[src/rtl/armleocpu_ptw.sv]
// Sv32 page table walker: resolves a VPN to a 4 KiB-granule PPN plus the leaf PTE access bits,
// reporting malformed PTEs as page faults and memory errors as access faults.
`timescale 1ns/1ps
module armleocpu_ptw (
  input  logic        clk,
  input  logic        rst_n,
  input  logic        resolve_request,
  input  logic [19:0] resolve_virtual_address,
  input  logic [21:0] satp_ppn,
  output logic        resolve_busy,
  output logic        resolve_done,
  output logic        resolve_pagefault,
  output logic        resolve_accessfault,
  output logic [21:0] resolve_physical_address,
  output logic [7:0]  resolve_access_bits,
  output logic        mem_read,
  output logic [33:0] mem_address,
  input  logic        mem_ack,
  input  logic [31:0] mem_readdata,
  input  logic        mem_accessfault
);

  typedef enum logic {
    STATE_IDLE,
    STATE_WALK
  } state_t;

  state_t      state_q, state_d;
  logic        level_q, level_d;
  logic [9:0]  vpn0_q, vpn0_d;
  logic [33:0] mem_address_q, mem_address_d;
  logic        done_q, done_d;
  logic        pagefault_q, pagefault_d;
  logic        accessfault_q, accessfault_d;
  logic [21:0] pa_q, pa_d;
  logic [7:0]  bits_q, bits_d;

  logic pte_valid, pte_read, pte_write, pte_exec;
  logic pte_leaf, pte_malformed, pte_misaligned;

  assign pte_valid      = mem_readdata[0];
  assign pte_read       = mem_readdata[1];
  assign pte_write      = mem_readdata[2];
  assign pte_exec       = mem_readdata[3];
  assign pte_leaf       = pte_read | pte_exec;
  assign pte_malformed  = !pte_valid || (pte_write && !pte_read);
  assign pte_misaligned = level_q && (mem_readdata[19:10] != 10'd0);

  always_comb begin
    state_d       = state_q;
    level_d       = level_q;
    vpn0_d        = vpn0_q;
    mem_address_d = mem_address_q;
    done_d        = 1'b0;
    pagefault_d   = pagefault_q;
    accessfault_d = accessfault_q;
    pa_d          = pa_q;
    bits_d        = bits_q;

    case (state_q)
      STATE_IDLE: begin
        if (resolve_request) begin
          vpn0_d        = resolve_virtual_address[9:0];
          mem_address_d = {satp_ppn, resolve_virtual_address[19:10], 2'b00};
          level_d       = 1'b1;
          state_d       = STATE_WALK;
        end
      end
      STATE_WALK: begin
        if (mem_ack) begin
          // Every terminating outcome clears the result first; only a good leaf fills it in.
          done_d        = 1'b1;
          state_d       = STATE_IDLE;
          pagefault_d   = 1'b0;
          accessfault_d = 1'b0;
          pa_d          = 22'd0;
          bits_d        = 8'd0;
          if (mem_accessfault) begin
            accessfault_d = 1'b1;
          end else if (pte_malformed) begin
            pagefault_d = 1'b1;
          end else if (pte_leaf) begin
            if (pte_misaligned) begin
              pagefault_d = 1'b1;
            end else begin
              pa_d   = level_q ? {mem_readdata[31:20], vpn0_q} : mem_readdata[31:10];
              bits_d = mem_readdata[7:0];
            end
          end else if (!level_q) begin
            pagefault_d = 1'b1;
          end else begin
            // Pointer from the root table: descend without reporting anything.
            done_d        = 1'b0;
            state_d       = STATE_WALK;
            pagefault_d   = pagefault_q;
            accessfault_d = accessfault_q;
            pa_d          = pa_q;
            bits_d        = bits_q;
            level_d       = 1'b0;
            mem_address_d = {mem_readdata[31:10], vpn0_q, 2'b00};
          end
        end
      end
      default: state_d = STATE_IDLE;
    endcase
  end

  always_ff @(posedge clk or negedge rst_n) begin
    if (!rst_n) begin
      state_q       <= STATE_IDLE;
      level_q       <= 1'b1;
      vpn0_q        <= 10'd0;
      mem_address_q <= 34'd0;
      done_q        <= 1'b0;
      pagefault_q   <= 1'b0;
      accessfault_q <= 1'b0;
      pa_q          <= 22'd0;
      bits_q        <= 8'd0;
    end else begin
      state_q       <= state_d;
      level_q       <= level_d;
      vpn0_q        <= vpn0_d;
      mem_address_q <= mem_address_d;
      done_q        <= done_d;
      pagefault_q   <= pagefault_d;
      accessfault_q <= accessfault_d;
      pa_q          <= pa_d;
      bits_q        <= bits_d;
    end
  end

  assign resolve_busy             = (state_q != STATE_IDLE);
  assign mem_read                 = (state_q == STATE_WALK);
  assign mem_address              = mem_address_q;
  assign resolve_done             = done_q;
  assign resolve_pagefault        = pagefault_q;
  assign resolve_accessfault      = accessfault_q;
  assign resolve_physical_address = pa_q;
  assign resolve_access_bits      = bits_q;

endmodule

[config.mk]
export PLATFORM = sky130hd
export DESIGN_NAME = armleocpu_ptw
export DESIGN_NICKNAME = d
export VERILOG_FILES = /design/src/rtl/armleocpu_ptw.sv
export SDC_FILE = /design/constraint.sdc
export NUM_CORES = 1
export LEC_CHECK = 0
export ABC_AREA = 1
export CAP_MARGIN = 10
export CORE_MARGIN = 2
export CORE_UTILIZATION = 47
export DETAILED_ROUTE_END_ITERATION = 10
export PLACE_DENSITY = 0.95
export SYNTH_ARGS = -nofsm -noshare
export SYNTH_HDL_FRONTEND = slang
export SYNTH_SLANG_ARGS = --single-unit
[constraint.sdc]
create_clock -name clk -period 4.3 [get_ports clk]
set_input_delay 0.43 -clock clk [delete_from_list [all_inputs] [get_ports clk]]
set_output_delay 0.43 -clock clk [all_outputs]
set_load 0.1 [all_outputs]
Word level (Yosys, flattened, before mapping)
Cells that the tools add are included.
- output and inout bits: 69
- word-level logic and storage cells: 74
- bits of input ports: 79
- bits in registers: 79
- equal/unequal tests: 7
- bitwise operators: 2
- multiplexer cells: 46
- reductions and logical operators: 10
- operators by type and width (operator ; count):
    34-bit 2-to-1 mux ; 6
    22-bit 2-to-1 mux ; 5
    34-bit case mux with 2 select lines ; 1
    8-bit 2-to-1 mux ; 5
    1-bit 2-to-1 mux ; 26
    10-bit 2-to-1 mux ; 1
    2-bit inequality test, second input constant ; 5
    10-bit nonzero test ; 1
    6-bit AND reduction ; 1
    5-bit AND reduction ; 1
    4-bit by 2-bit inequality test with 1-bit output, second input constant ; 1
    1-bit case mux with 2 select lines ; 2
    3-bit AND reduction ; 1
    1-bit logical AND ; 2
    1-bit zero test ; 2
    2-bit by 1-bit inequality test with 1-bit output, second input constant ; 1
    2-bit AND reduction ; 1
    1-bit logical OR ; 1
    1-bit inverter ; 1
    1-bit OR ; 1

Depth between registers and ports, before layout
Gate-level depths: netlist (run 1).
- depth in word-level cells: 7
- gate-level depth with buffers: 10
- depth with buffers taken out: 9

Least setup slack after synthesis (run 1)
Ideal clock, no wire load.
- kind: reg2reg
- start point: reg state_q, in the netlist mem_read
- end point: reg vpn0_q[0]
- data arrival time: 1.872 ns
- clock period less this slack: 1.997 ns
- setup slack: 2.303 ns
- required time: 4.175 ns
- cell stages (with the launch flop): 6
- buffers on the path: 2
- library setup time: 0.125 ns
- path through: dfrtp_1 > buf_4 > inv_1 > nand2_1 > buf_2 > mux2_2
- word-level cells in the longest chain between the ends: 2
- ends and longest elaborated chain (what ; line ; text):
    start: declaration ; 28 ; state_t state_q, state_d;
    start signal: assignment ; 120 ; state_q <= state_d;
    1-bit inverter (no source line) ; - ;
    2-bit AND reduction (no source line) ; - ;
    end signal: assignment ; 122 ; vpn0_q <= vpn0_d;
    end: declaration ; 30 ; logic [9:0] vpn0_q, vpn0_d;
Every way passes these cells.
A chain may end at the register's enable or synchronous reset.

Final worst setup path (run 1)
- start point: reg state_q, in the netlist mem_read
- end point: out resolve_busy
- RTL lines (what ; line ; text):
    end: declaration ; 10 ; output logic resolve_busy,
No word-level cell between the ends.

==> results of run 1 <==
flip-flops by register name, summed over array words and instances (netlist names):
signal                    flops
resolve_done                  1
vpn0_q                       10
mem_address                  32
resolve_access_bits           8
resolve_physical_address     22
resolve_pagefault             1
level_q                       1
mem_read                      1
resolve_accessfault           1
cells in the final DEF (no fill, tap or decap):
cell / n
clkdlybuf4s50_1: 142
nand2_1: 102
dfrtp_1: 75
o21ai_2: 33
nand4_1: 28
nand2_2: 22
mux2i_1: 22
o21ai_0: 21
inv_1: 14
nor2_1: 11
mux2_2: 10
clkbuf_8: 10
nand3_1: 4
clkinv_2: 3
buf_4: 3
nor2_2: 2
inv_2: 2
conb_1: 2
bufinv_16: 2
nor2_4: 1
a21oi_2: 1
nand2_4: 1
nor3_4: 1
nor3_1: 1
inv_6: 1
dfstp_2: 1
buf_16: 1
buf_8: 1
dfrtp_2: 1
cell type report:
type	count	area (µm²)	area share, %
clock inverter	6	83.83	1.558
tap	102	127.6	2.372
sequential	77	1929	35.85
clock buffer	10	137.6	2.558
inverter	16	60.06	1.116
timing repair buffer	147	1486	27.62
multi-input combinational	262	1556	28.92
metrics by stage:
step                total power, W  cells  hold WS, ns  instance area [µm²]
global route              0.003522    620       0.2975                 5381
global placement          0.002769    602       0.4594                 5117
CTS                       0.003410    618       0.2686                 5339
detailed placement        0.002802    602       0.4652                 5117
finish                    0.003395    620       0.2179                 5381
floorplan                 0.002360    384       0.1344                 3725
kinds of logic (layout without fill, tap and decap cells):
logic type,Yosys count,count (layout)
compound gates,55,55
buf+inv,45,179
flops,77,77
mux,32,32
other cells,1,2
simple gates,173,173
routing by layer:
metal / up-vias / GRT usage, %
li1: 1520 / -
met1: 1556 / 29.32
met2: 125 / 40.10
met3: 13 / 6.366
met4: 0 / 9.069
met5: - / 0
final timing paths:
path	start	endpoint	slack, ns	depth (start not counted)
min	rst_n	mem_address[5]	0.22	1
max reg2reg	level_q	mem_address[23]	2.08	7
min in group clk	resolve_access_bits[0]	resolve_access_bits[0]	0.48	2
max	mem_read	resolve_busy	1.74	1
min reg2reg	resolve_access_bits[0]	resolve_access_bits[0]	0.48	2
max in group asynchronous	rst_n	mem_read	3.38	1
report_power, final:
part / leakage [nW] / switching, W / internal [W]
combinational: 1.42 / 0.00133 / 0.000453
sequential: 0.987 / 0.000130 / 0.000882
clock: 0.116 / 0.000263 / 0.000342
total: 2.53 / 0.00172 / 0.00168
==> impl_metrics.tcl, run 1 <==
set metrics [dict create \
    synth-async-reset-ratio_pct 100.0 \
    die-width_um 92.98 \
    post_synth_and_or_nand_nor_area_fraction_pct 21.62 \
    drt_first_iter_violations 125 \
    placement.io_buffers 143 \
    power.density_cell_area_nw_per_um2 630.9 \
    netlist_top_cells_area "dfrtp_1 (51%), nand2_1 (10%), o21ai_2 (7.5%)" \
    avgViaCountPerCell 5.184 \
    worstSkewPairLatency_ns 0.34 \
    finalSetupTns_ns 0 \
    clk_pin_slew_worst_paths_ns 0.08 \
    insertedDiodeCount 0 \
    timing.critical_path.arrival_ns 2.13 \
    cts_buffer_depth 2 \
    wl_met2_mm 5.116 \
    drt-met1-wl_mm 4.094 \
    synth_fa_ha_area_share_pct 0 \
    max_freq_ghz 0.3911 \
    postCtsSetupRepairBufs 0 \
    grt_pass1_vias 3191 \
    critical-path-slowest-cell "clkdlybuf4s50_1" \
    layout-drive-gt1-share_pct 18.53 \
    area.growth.synth_to_final_pct 44.62 \
    grt_overflow 0 \
    synth_area_leader_cell "dfrtp_1" \
    post-route-util_pct 70.00 \
    hold_violations 0 \
    initial_core_util_pct 48.40 \
    synth_enable_flop_cells 0 \
    tritoncts_num_sinks 77 \
    period_minus_slack_ns 2.557 \
    timing.critical_path.fanout_max 12 \
    detailedPlace.worstSlack_ns 1.680 \
    die_y_um 92.98 \
    grt_pass1_wl_mm 15.84 \
    yosys-top-cells-count "nand2_1 (102), dfrtp_1 (76), o21ai_2 (32)" \
    routed.top_layer "met4" \
    drc 0 \
    grt_max_degree 78 \
    cts_resized 0 \
    groute.usage.overall_pct 23.79 \
    timing.clock.skew_ns 0.007637 \
    final_worst_setup_slack_ns 1.743 \
    synth-seq-cells 77 \
    area_of_the_core_region_um2 7687 \
    synth_mux_area_share_pct 8.944 \
    cap_viol_max_count 0 \
    synth-compound-area-share_pct 10.73 \
    routed_via_count 3214 \
    run_status "finished clean" \
    wl_per_cell_um 16.37 \
    postCtsHoldBufs 0 \
    detailroute.wirelength.met3_um 780 \
    die-area_um2 8645 \
    dominant_cell_by_count_in_the_synthesized_netlist "nand2_1" \
    tightestPinTransition_ns 1.032 \
    cts_htree_levels 3 \
    synth_largest_type_area_fraction_pct 51.11 \
    ioPinCount 148 \
    synth_top_family_by_area "simple AND/OR/NAND/NOR gates" \
    cpPeakStageDelay_ns 1.20 \
    grt_setup_unrepaired "false" \
    final_nets 592 \
    crit_end_element "primary output" \
    detail_route.first_pass.iterations 4 \
    synthXorXnorAreaFrac_pct 0 \
    worstHoldPathType "in2async" \
    cts_buffers 9 \
    setup_viol 0 \
    required_ns 3.87 \
    dp.final_hpwl_mm 7.228 \
    synth_cells 383 \
    final_min_period_over_clock_period_pct 59.46 \
    finalWirelength_mm 10.15 \
    path_cells "clkdlybuf4s50_1" \
    synth-seq-area-share_pct 51.82 \
    finalMaxSlewViolations 0 \
    rows 32 \
    routabilityCongestion 0.7918 \
    antenna_left 0 \
    path_class "reg2out" \
    warning_count_from_the_yosys_run 0 \
    synth-main-ff-cell "dfrtp_1" \
    synth.distinct_cells 25 \
    cts_tree "built" \
    peakVddDrop_v 0.0004952 \
    synth_area_um2 3721 \
    antenna_violations_before_repair 0 \
    slew_headroom_pct 31.01 \
    fillers 597 \
    avgSynthCellArea_um2 9.716 \
    crit_family "buffers and inverters" \
    power_leakage_nw 2.527 \
    clockRootBuffer "clkbuf_8" \
    crit_path_start_kind "register" \
    worstPathBufferInverterCount 1 \
]
Note: power is estimated with default switching activity, not from simulation.
==> run 2: changes to the inputs <==
--- a/config.mk
+++ b/config.mk
@@ -8,9 +8,9 @@
 export ABC_AREA = 1
 export CAP_MARGIN = 10
 export CORE_MARGIN = 2
-export CORE_UTILIZATION = 47
+export CORE_UTILIZATION = 44
 export DETAILED_ROUTE_END_ITERATION = 10
-export PLACE_DENSITY = 0.95
+export PLACE_DENSITY = 0.9
 export SYNTH_ARGS = -nofsm -noshare
 export SYNTH_HDL_FRONTEND = slang
 export SYNTH_SLANG_ARGS = --single-unit
==> constraint.sdc (replaced) <==
create_clock -name clk -period 2.55 [get_ports clk]
set_input_delay 0.255 -clock clk [delete_from_list [all_inputs] [get_ports clk]]
set_output_delay 0.255 -clock clk [all_outputs]
set_load 0.1 [all_outputs]
==> run 2 against run 1 <==
Compared with the run above:
- flip-flop and latch count did not move
- die area grew 6.5%
- core utilization fell by 6.6 points
- final cell count grew 1.5%
- critical path type is now in2reg
==> impl_metrics.tcl, run 2 (synthesized netlist as in run 1, its figures left out) <==
set metrics [dict create \
    die-width_um 95.96 \
    drt_first_iter_violations 113 \
    cts_resized 0 \
    run_status "finished clean" \
    finalWirelength_mm 9.829 \
    worstSkewPairLatency_ns 0.33 \
    cts_buffer_depth 2 \
    die-area_um2 9208 \
    detail_route.first_pass.iterations 4 \
    post-route-util_pct 63.36 \
    final_nets 598 \
    dp.final_hpwl_mm 7.058 \
    grt_setup_unrepaired "false" \
    tritoncts_num_sinks 77 \
    die_y_um 95.96 \
    grt_pass1_wl_mm 15.30 \
    timing.clock.skew_ns 0.01237 \
    global_route.usage.met2_pct 35.72 \
    setup_viol 0 \
    crit_path_start_kind "input pin" \
    clockRootBuffer "clkbuf_8" \
    grtUsageMet1_pct 28.02 \
    ioPinCount 148 \
    grt_overflow 0 \
    layout-drive-gt1-share_pct 31.87 \
    cts_tree "built" \
    ff2ff_path_depth 8 \
    grt_max_degree 78 \
    crit_end_element "register" \
    hold_violations 0 \
    postCtsSetupRepairBufs 0 \
    drc 0 \
    grt.met3_usage_pct 4.229 \
    grt_pass1_vias 3202 \
    cap_viol_max_count 0 \
    required_ns 2.75 \
    dpl-instance-area_um2 5014 \
    power_leakage_nw 2.631 \
    period_minus_slack_ns 1.699 \
    tightestPinTransition_ns 0.9620 \
    placement.io_buffers 143 \
    area_of_the_core_region_um2 8217 \
    antenna_violations_before_repair 0 \
    grt_busiest_layer "met2" \
    fillers 671 \
    timing.critical_path.fanout_max 36 \
    max_freq_ghz 0.5886 \
    worstHoldPathType "in2async" \
    fin_area_um2 5206 \
    largest_register_ff_count 32 \
    peakVddDrop_v 0.0007098 \
    initial_core_util_pct 45.29 \
    layout.cells.most_common "nand2_1" \
    slew_headroom_pct 35.86 \
    clk_pin_slew_worst_paths_ns 0.08 \
    finalSetupTns_ns 0 \
    rows 33 \
    postCtsHoldBufs 0 \
    groute.usage.overall_pct 21.64 \
    wl_per_cell_um 15.63 \
    area.growth.synth_to_final_pct 39.91 \
    routabilityCongestion 0.7798 \
    power.density_cell_area_nw_per_um2 1061 \
    insertedDiodeCount 0 \
    final_cell_mix "nand2_1 (102), buf_4 (78), clkdlybuf4s50_1 (75), dfrtp_1 (75), o21ai_2 (33)" \
    cts_buffers 9 \
    path_class "in2reg" \
    avgViaCountPerCell 5.068 \
    antenna_left 0 \
    finalMaxSlewViolations 0 \
    final_min_period_over_clock_period_pct 66.62 \
    timing.critical_path.arrival_ns 1.89 \
    cts_htree_levels 3 \
    routed_via_count 3188 \
]
run 2: layout make-up:
| class | instances | area, µm² | area share, % |
|---|---|---|---|
| well taps | 105 | 131.4 | 2.523 |
| multi-input cells | 262 | 1556 | 29.90 |
| flip-flops and latches | 77 | 1929 | 37.06 |
| inverters | 16 | 60.06 | 1.154 |
| clock inverters | 4 | 47.55 | 0.9132 |
| repair buffers | 153 | 1336 | 25.67 |
| clock buffers | 12 | 145.1 | 2.788 |
run 2: where the power goes:
group / switching, W / total [W] / internal, W
Combinational: 0.00224 / 0.00292 / 0.000688
Sequential: 0.000201 / 0.00169 / 0.00149
Clock: 0.000432 / 0.000910 / 0.000477
run 2: final timing paths:
| check | from | to | slack [ns] |
|---|---|---|---|
| setup / recovery | mem_readdata[1] | mem_address[29] | 0.85 |
| setup reg to reg | level_q | mem_address[29] | 0.94 |
| min in group clk | resolve_physical_address[19] | resolve_physical_address[19] | 0.48 |
| hold reg to reg | resolve_physical_address[19] | resolve_physical_address[19] | 0.48 |
| max in group asynchronous | rst_n | mem_read | 1.79 |
| hold / removal | rst_n | mem_address[6] | 0.07 |
run 2: per-stage QoR:
step           hold WS, ns  std cells  worst slack, ns  power [W]
2_1_floorplan     -0.04059        384           0.5530   0.003979
3_3_place_gp        0.4634        613           0.5525   0.004606
3_5_place_dp        0.4678        613           0.5076   0.004652
4_1_cts            0.09979        629           0.8564   0.005567
5_1_grt             0.1286        629           0.6722   0.005755
6_report           0.07173        629           0.8512   0.005523
run 2: worst max-delay path: stages:
cell,delay (ns)
clkdlybuf4s50_1,0.46
nor2_2,0.19
nand2_1,0.12
nor2_4,0.18
nand2_1,0.08
nand2_2,0.08
nand2_4,0.05
buf_4,0.28
nand2_1,0.13
o21ai_2,0.06
run 2: layer usage:
metal / vias to the layer above / routed length, µm
met5: - / 0
met4: 0 / 196
met3: 14 / 571
met2: 111 / 4792
met1: 1527 / 4269
li1: 1536 / -
